--- src/rtl/sseg_mux_driver.sv ---
// Multiplexed seven-segment display driver.
// Walks NUM_DIGITS digits in turn: each digit gets an all-off dead time of
// BLANK_CYC cycles followed by DRIVE_CYC cycles with its anode enabled.
// Display data is double buffered (pending -> active at frame wrap) so a
// frame never shows a mix of two loads.
// Optional feature macro: SSEG_LEAD_ZERO_BLANK_EN (suppress leading zeros).
module sseg_mux_driver #(
    parameter int NUM_DIGITS = 4,
    parameter int DRIVE_CYC  = 100000,
    parameter int BLANK_CYC  = 16
) (
    input  logic                    clk,
    input  logic                    reset_n,
    input  logic [4*NUM_DIGITS-1:0] hex_in,
    input  logic [NUM_DIGITS-1:0]   dp_in,
    input  logic [NUM_DIGITS-1:0]   blank_in,
    input  logic                    load,
    output logic [6:0]              sseg,
    output logic                    dp_n,
    output logic [NUM_DIGITS-1:0]   an,
    output logic                    frame_start
);

    localparam int CNT_MAX = (DRIVE_CYC > BLANK_CYC) ? DRIVE_CYC : BLANK_CYC;
    localparam int CNT_W   = (CNT_MAX > 2) ? $clog2(CNT_MAX) : 1;
    localparam int PTR_W   = (NUM_DIGITS > 1) ? $clog2(NUM_DIGITS) : 1;

    typedef enum logic {
        ST_BLANK = 1'b0,
        ST_DRIVE = 1'b1
    } state_t;

    state_t                  state_q;
    logic [CNT_W-1:0]        cnt_q;
    logic [PTR_W-1:0]        ptr_q;

    logic [4*NUM_DIGITS-1:0] pend_hex_q;
    logic [NUM_DIGITS-1:0]   pend_dp_q;
    logic [NUM_DIGITS-1:0]   pend_blank_q;
    logic [4*NUM_DIGITS-1:0] act_hex_q;
    logic [NUM_DIGITS-1:0]   act_dp_q;
    logic [NUM_DIGITS-1:0]   act_blank_q;

    logic [6:0]              sseg_q;
    logic                    dp_n_q;
    logic [NUM_DIGITS-1:0]   an_q;
    logic                    frame_start_q;

    logic [NUM_DIGITS-1:0]   lz_dark_d;
    logic [3:0]              cur_hex_d;
    logic                    cur_dp_d;
    logic                    cur_dark_d;
    logic [6:0]              glyph_d;
    logic [NUM_DIGITS-1:0]   an_d;
    logic                    last_cnt_blank_d;
    logic                    last_cnt_drive_d;
    logic                    last_ptr_d;

    // Active-low glyph for one hex nibble, segment order abcdefg (bit 6 = a).
    function automatic logic [6:0] hex_glyph(input logic [3:0] v);
        logic [6:0] g;
        case (v)
            4'h0: g = 7'b0000001;
            4'h1: g = 7'b1001111;
            4'h2: g = 7'b0010010;
            4'h3: g = 7'b0000110;
            4'h4: g = 7'b1001100;
            4'h5: g = 7'b0100100;
            4'h6: g = 7'b0100000;
            4'h7: g = 7'b0001111;
            4'h8: g = 7'b0000000;
            4'h9: g = 7'b0000100;
            4'hA: g = 7'b0001000;
            4'hB: g = 7'b1100000;
            4'hC: g = 7'b0110001;
            4'hD: g = 7'b1000010;
            4'hE: g = 7'b0110000;
            default: g = 7'b0111000;
        endcase
        return g;
    endfunction

    // Leading-zero suppression: digit k>0 goes dark when it and every digit
    // above it hold zero. Digit 0 always shows, so a zero value reads "0".
    genvar gi;
`ifdef SSEG_LEAD_ZERO_BLANK_EN
    generate
        for (gi = 0; gi < NUM_DIGITS; gi++) begin : g_lz
            if (gi == 0) begin : g_lsd
                assign lz_dark_d[gi] = 1'b0;
            end else begin : g_upper
                assign lz_dark_d[gi] = ~|act_hex_q[4*NUM_DIGITS-1:4*gi];
            end
        end
    endgenerate
`else
    assign lz_dark_d = '0;
`endif

    // Decode what the currently selected digit should put on the pins.
    always_comb begin
        cur_hex_d        = act_hex_q[{ptr_q, 2'b00} +: 4];
        cur_dp_d         = act_dp_q[ptr_q];
        cur_dark_d       = act_blank_q[ptr_q] | lz_dark_d[ptr_q];
        glyph_d          = hex_glyph(cur_hex_d);
        an_d             = ~(NUM_DIGITS'(1) << ptr_q);
        last_cnt_blank_d = (cnt_q == CNT_W'(BLANK_CYC - 1));
        last_cnt_drive_d = (cnt_q == CNT_W'(DRIVE_CYC - 1));
        last_ptr_d       = (ptr_q == PTR_W'(NUM_DIGITS - 1));
    end

    // Scan FSM, data buffers and registered pin drivers.
    always_ff @(posedge clk) begin
        if (!reset_n) begin
            state_q       <= ST_BLANK;
            cnt_q         <= '0;
            ptr_q         <= '0;
            pend_hex_q    <= '0;
            pend_dp_q     <= '0;
            pend_blank_q  <= '0;
            act_hex_q     <= '0;
            act_dp_q      <= '0;
            act_blank_q   <= '0;
            an_q          <= '1;
            sseg_q        <= '1;
            dp_n_q        <= 1'b1;
            frame_start_q <= 1'b0;
        end else begin
            if (load) begin
                pend_hex_q   <= hex_in;
                pend_dp_q    <= dp_in;
                pend_blank_q <= blank_in;
            end
            case (state_q)
                ST_BLANK: begin
                    an_q          <= '1;
                    sseg_q        <= '1;
                    dp_n_q        <= 1'b1;
                    frame_start_q <= 1'b0;
                    if (last_cnt_blank_d) begin
                        state_q <= ST_DRIVE;
                        cnt_q   <= '0;
                    end else begin
                        cnt_q <= cnt_q + CNT_W'(1);
                    end
                end
                ST_DRIVE: begin
                    an_q          <= an_d;
                    sseg_q        <= cur_dark_d ? 7'h7F : glyph_d;
                    dp_n_q        <= cur_dark_d | ~cur_dp_d;
                    frame_start_q <= (ptr_q == '0) && (cnt_q == '0);
                    if (last_cnt_drive_d) begin
                        state_q <= ST_BLANK;
                        cnt_q   <= '0;
                        if (last_ptr_d) begin
                            // Frame wrap: a coincident load bypasses the pending buffer.
                            ptr_q       <= '0;
                            act_hex_q   <= load ? hex_in   : pend_hex_q;
                            act_dp_q    <= load ? dp_in    : pend_dp_q;
                            act_blank_q <= load ? blank_in : pend_blank_q;
                        end else begin
                            ptr_q <= ptr_q + PTR_W'(1);
                        end
                    end else begin
                        cnt_q <= cnt_q + CNT_W'(1);
                    end
                end
            endcase
        end
    end

    assign sseg        = sseg_q;
    assign dp_n        = dp_n_q;
    assign an          = an_q;
    assign frame_start = frame_start_q;

endmodule

--- config.mk ---
export PLATFORM = sky130hd
export DESIGN_NAME = sseg_mux_driver
export DESIGN_NICKNAME = d
export VERILOG_FILES = /design/src/rtl/sseg_mux_driver.sv
export SDC_FILE = /design/constraint.sdc
export NUM_CORES = 1
export LEC_CHECK = 0
export BUFFER_PORTS_ARGS = -buffer_cell sky130_fd_sc_hd__clkbuf_2
export CELL_PAD_IN_SITES_DETAIL_PLACEMENT = 0
export CELL_PAD_IN_SITES_GLOBAL_PLACEMENT = 1
export CORE_ASPECT_RATIO = 1.2
export CORE_MARGIN = 5
export CORE_UTILIZATION = 49
export DETAILED_ROUTE_END_ITERATION = 8
export PLACE_DENSITY = 0.89
export RECOVER_POWER = 25
export SLEW_MARGIN = 40
export SYNTH_ARGS = -nofsm -noshare
export SYNTH_HDL_FRONTEND = slang
export SYNTH_SLANG_ARGS = --single-unit
export TNS_END_PERCENT = 5
--- constraint.sdc ---
create_clock -name clk -period 3.4 [get_ports clk]
set_clock_uncertainty 0.1 [all_clocks]
set_input_delay 0.68 -clock clk [delete_from_list [all_inputs] [get_ports clk]]
set_output_delay 0.68 -clock clk [all_outputs]
set_load 0.02 [all_outputs]
# [Yosys cells after proc, flatten, opt, wreduce, memory -nomap -nowiden]
# Memories as Yosys holds them, arrays and structs flattened.
# Index checks and enable logic that the tools add are counted.
[totals] regBits=81 rom_bits=112 input_bits=27 output_inout_bits=13 word_cells=53 mem_count=1
[memory_table] memory="(no name shown)" depth=16 word_bits=7 rd=1 rd_ports_with_merged_regs=0 wr=0 line_no="62" rtl="case (v)"
[op_classes] n_addsub=2 order_cmp=1 n_eq_ne=3 shifts=2 n_mux=21 bitwise=5 reduce_logical=5
[op_table] cell="2-to-1 mux 17 bit" n=2
[op_table] cell="case mux 17 bit (2 select lines)" n=1
[op_table] cell="adder 17 x 1 -> 17 bit (second input constant)" n=1
[op_table] cell="equality test 17 bit (second input constant)" n=1
[op_table] cell="equality test 17 x 4 -> 1 bit (second input constant)" n=1
[op_table] cell="zero test 17 bit" n=1
[op_table] cell="2-to-1 mux 16 bit" n=1
[op_table] cell="variable part select 16 x 5 -> 4 bit" n=1
[op_table] cell="case mux 7 bit (2 select lines)" n=1
[op_table] cell="2-to-1 mux 4 bit" n=2
[op_table] cell="case mux 4 bit (2 select lines)" n=1
[op_table] cell="2-to-1 mux 7 bit" n=1
[op_table] cell="binary-select mux 1 bit (select 2 bit)" n=3
[op_table] cell="case mux 1 bit (2 select lines)" n=3
[op_table] cell="2-to-1 mux 1 bit" n=5
[op_table] cell="inverter 4 bit" n=1
[op_table] cell="<< shifter 1 x 2 -> 4 bit (first input constant)" n=1
[op_table] cell="< comparator 2 x 3 -> 1 bit (second input constant)" n=1
[op_table] cell="AND reduction 3 bit" n=1
[op_table] cell="adder 2 x 1 -> 2 bit (second input constant)" n=1
[op_table] cell="equality test 2 bit (second input constant)" n=1
[op_table] cell="zero test 2 bit" n=1
[op_table] cell="2-to-1 mux 2 bit" n=1
[op_table] cell="inverter 1 bit" n=2
[op_table] cell="3 further kinds" n=4

# [Longest topological paths before layout]
[logic_depth] word_depth=5 depth_mapped=9 ltp_nobuf=8

# [Worst setup path before layout]
# Ideal clock, no wire load.
[synth_timing] path_kind="input-to-reg" from="input load" to="register act_hex_q[10]" setup_time_ps=141 arrival_time_ps=1774 required_ps=3159 slack_ps=1385 cell_stages=4 n_path_buf=2 cell_sequence="clkbuf_1 > buf_1 > mux2i_1 > o31ai_2"
[synth_between] elab_chain_len=1
[synth_rtl] item="start, declared" line_no="17" rtl="input logic load,"
[synth_rtl] item="2-to-1 mux 16 bit"
[synth_rtl] item="end signal, assigned" line_no="158" rtl="act_hex_q <= load ? hex_in : pend_hex_q;"
[synth_rtl] item="end, declared" line_no="40" rtl="logic [4*NUM_DIGITS-1:0] act_hex_q;"
# Every way passes these cells.
# A chain may end at the register's enable or synchronous reset.

# [Worst setup path in the final report]
[layout_timing] from="input load" to="register act_blank_q[0]"
[layout_between] elab_chain_len=1
[layout_rtl] item="2-to-1 mux 4 bit"
[layout_rtl] item="end signal, assigned" line_no="160" rtl="act_blank_q <= load ? blank_in : pend_blank_q;"
[layout_rtl] item="end, declared" line_no="42" rtl="logic [NUM_DIGITS-1:0] act_blank_q;"
# Every way passes these cells.

==> results.ini <==
[route]
drt-initial-drc-count = 108
drtAntennaViolNets = 0
wl_met3_um = 275
vias = 2395
wirelength_mm = 6.22
route.detailed.drc = 0
drtPass1Iterations = 4
avgRoutedWirePerCell_um = 13.4
dr_wl_met2_mm = 2.75
drt-met1-wl_mm = 3.08
vias_per_cell = 5.17
highest_layer = met4

[cts]
clk_pin_slew_ps = 80
postCtsSetupRepairBufs = 0
root_buffer = clkbuf_8
cts_tree = done
cts.sinks = 81
clkLatencyLatePin_ps = 350
h-tree-depth = 3
numCtsBuffers = 9
post_cts_resized = 0
clock_path_buffers = 2
cts_hold_buffers = 0

[global_routing]
antenna_found_initial = 0
grt_pass1_vias = 2300
grt_overflow = 0
grt_max_degree = 51
grt_pass1_wl_mm = 10.7
grtUsageTotal = 0.153

[die]
core_sq_um = 6850
ios = 40
initial_core_util = 0.507
die_area_sq_um = 8880
rows = 33
die_w_um = 86.8
die_y_um = 102

[sta]
final.min_clock_period_ps = 2360
fin_tns_setup_ps = 0
rsz0062_at_grt = false
layout_setup_ws_ps = 1040
relSlewSlack = -0.161
slew_viol_final = 25
worstMarginPinSlew_ps = 1740
finalHoldViolCount = 0
setup_viol = 0
period_share = 0.693
fmax_mhz = 424

[synth]
synth-seq-area-share = 0.467
ys_warn_count = 0
ys_seq_elements = 81
synthesis.area_sq_um = 3470
syn_inst = 339
yosys-top-cells-area = dfxtp_1 (47%), mux2i_1 (7.5%), o31ai_2 (5.8%)
synth_area_leader_cell = dfxtp_1
synth_cell_types = 37
synth_top_area_frac = 0.467
syn_area_per_cell_sq_um = 10.2
mappedNetlistNets = 378

[placed_design]
port_buffers = 39
gp_congestion = 0.795
dpl_worst_slack_ps = 1110
dp_hpwl_mm = 4.42

[power]
powerDensity_nw_per_um2 = 454
vdd_ir_drop_max_mv = 0.277
power.leakage_nw = 1.52

[layout]
multi_input_area_sq_um = 1690
n_antenna_cell = 0
areaGrowthSynthToFinish_pct = 11.3
register_area_sq_um = 1620
nNetsFinal = 410
fill_cells = 642
drive_above_1_share = 0.223

[worst_setup_path]
crit_fanout = 24
endpoint_kind = flop
crit_chain = clkbuf_1 -> mux2i_1 -> o31ai_2
crit_arrival_ps = 2520
cp_slowest_cell = clkbuf_1
path_buf_inv = 1
critical_path_class = in -> reg
startpoint_type = primary input
critPathRequiredTime_ps = 3570
crit_family = buffers and inverters
crit_path_max_incr_delay_ps = 1230

[worst_hold_path]
hold_path.class = reg -> reg

[outcome]
violations = max-capacitance violations, max-slew violations
status = complete, but fails checks

[flow_run]
drv_cap = 1

-- worst paths after layout --
| path | start | end | slack (ps) | depth (start not counted) |
|---|---|---|---|---|
| setup / recovery | load | act_blank_q[0] | 1040 | 3 |
| hold / removal | act_hex_q[7] | act_hex_q[7] | 370 | 2 |
| setup reg to reg | ptr_q[0] | sseg[5] | 1120 | 7 |
| hold reg to reg | act_hex_q[7] | act_hex_q[7] | 370 | 2 |
-- area by class of cell --
| class | instances | area share |
|---|---|---|
| Tap cell | 87 | 0.0282 |
| Inverter | 11 | 0.0113 |
| Multi-Input combinational cell | 226 | 0.438 |
| Clock inverter | 6 | 0.0149 |
| Timing Repair Buffer | 42 | 0.0521 |
| Clock buffer | 10 | 0.0356 |
| Sequential cell | 81 | 0.420 |
-- cell usage in the layout, fill, tap and decap left out, types with 4 or more instances in the layout --
cell type | netlist | layout
clkbuf_2 | 0 | 26
ha_1 | 12 | 12
nand2_1 | 20 | 20
nand3_2 | 11 | 12
nand4_1 | 5 | 5
dfxtp_1 | 81 | 81
nor3_1 | 5 | 5
nand3_1 | 23 | 22
o31ai_2 | 16 | 16
a21oi_1 | 6 | 6
clkbuf_1 | 10 | 13
o221ai_1 | 4 | 4
nor2_1 | 49 | 49
mux4_2 | 6 | 6
mux2i_1 | 26 | 26
o31ai_1 | 8 | 8
clkbuf_8 | 2 | 10
clkinv_2 | 0 | 4
inv_1 | 10 | 10
xor2_1 | 10 | 10
xnor2_1 | 5 | 5
-- sequential cells by signal, summed over array words and instances, names as in the netlist --
name,flops
pend_hex_q,16
ptr_q,2
cnt_q,17
state_q,1
act_dp_q,4
act_blank_q,4
frame_start,1
act_hex_q,16
an,4
sseg,7
dp_n,1
pend_blank_q,4
pend_dp_q,4
-- per-stage QoR --
stage | instance area (sq um) | util | hold slack, ps | power, mW | std cells
after floorplan | 3470 | - | 341 | 1.06 | 339
after global placement | 3680 | 0.537 | 357 | 1.08 | 447
after detailed placement | 3680 | 0.538 | 361 | 1.09 | 447
after CTS | 3880 | 0.566 | 373 | 1.77 | 463
after global routing | 3860 | 0.564 | 393 | 1.83 | 463
final | 3860 | 0.564 | 372 | 1.75 | 463
-- Yosys cell counts, drive strengths merged --
| cell type | n |
|---|---|
| dfxtp | 81 |
| nor2 | 49 |
| nand3 | 34 |
| mux2i | 26 |
| o31ai | 24 |
| nand2 | 21 |
| clkbuf | 12 |
| ha | 12 |
| inv | 11 |
| xor2 | 10 |
| buf | 9 |
| a21oi | 6 |
| mux4 | 6 |
| nand4 | 5 |
| nor3 | 5 |
| xnor2 | 5 |
| o221ai | 4 |
| and3 | 3 |
| o21ai | 3 |
| a31oi | 2 |
| and2 | 2 |
| nor2b | 2 |
| or4 | 2 |
| nand2b | 1 |
| nand4b | 1 |
| nor4 | 1 |
| or2 | 1 |
| or3 | 1 |
-- worst reg2reg max path, stage by stage (launching register included) --
cell	delay, ps
dfxtp_1	640
mux4_2	650
inv_1	160
ha_1	250
nor2_1	140
a21oi_1	60
nand2_1	70
nand3_1	70
-- routing by layer --
| layer | vias up | global-route usage |
|---|---|---|
| met3 | 10 | 0.0435 |
| met2 | 38 | 0.224 |
| met1 | 1103 | 0.210 |
| li1 | 1244 | - |
| met5 | - | 0 |
| met4 | 0 | 0.0647 |
-- where the power goes --
part	switching, mW	internal (mW)	total, mW
combinational	0.0545	0.0340	0.0885
clock	0.337	0.354	0.691
sequential	0.00759	0.967	0.975
-- cells by family after synthesis --
family / count (synthesis) / synth area share
simple gates: 128 / 0.190
flops: 81 / 0.467
compound gates: 39 / 0.102
buf+inv: 32 / 0.0468
mux: 32 / 0.114
xor+xnor: 15 / 0.0378
fa+ha+maj: 12 / 0.0432
Note: power is estimated with default switching activity, not from simulation.
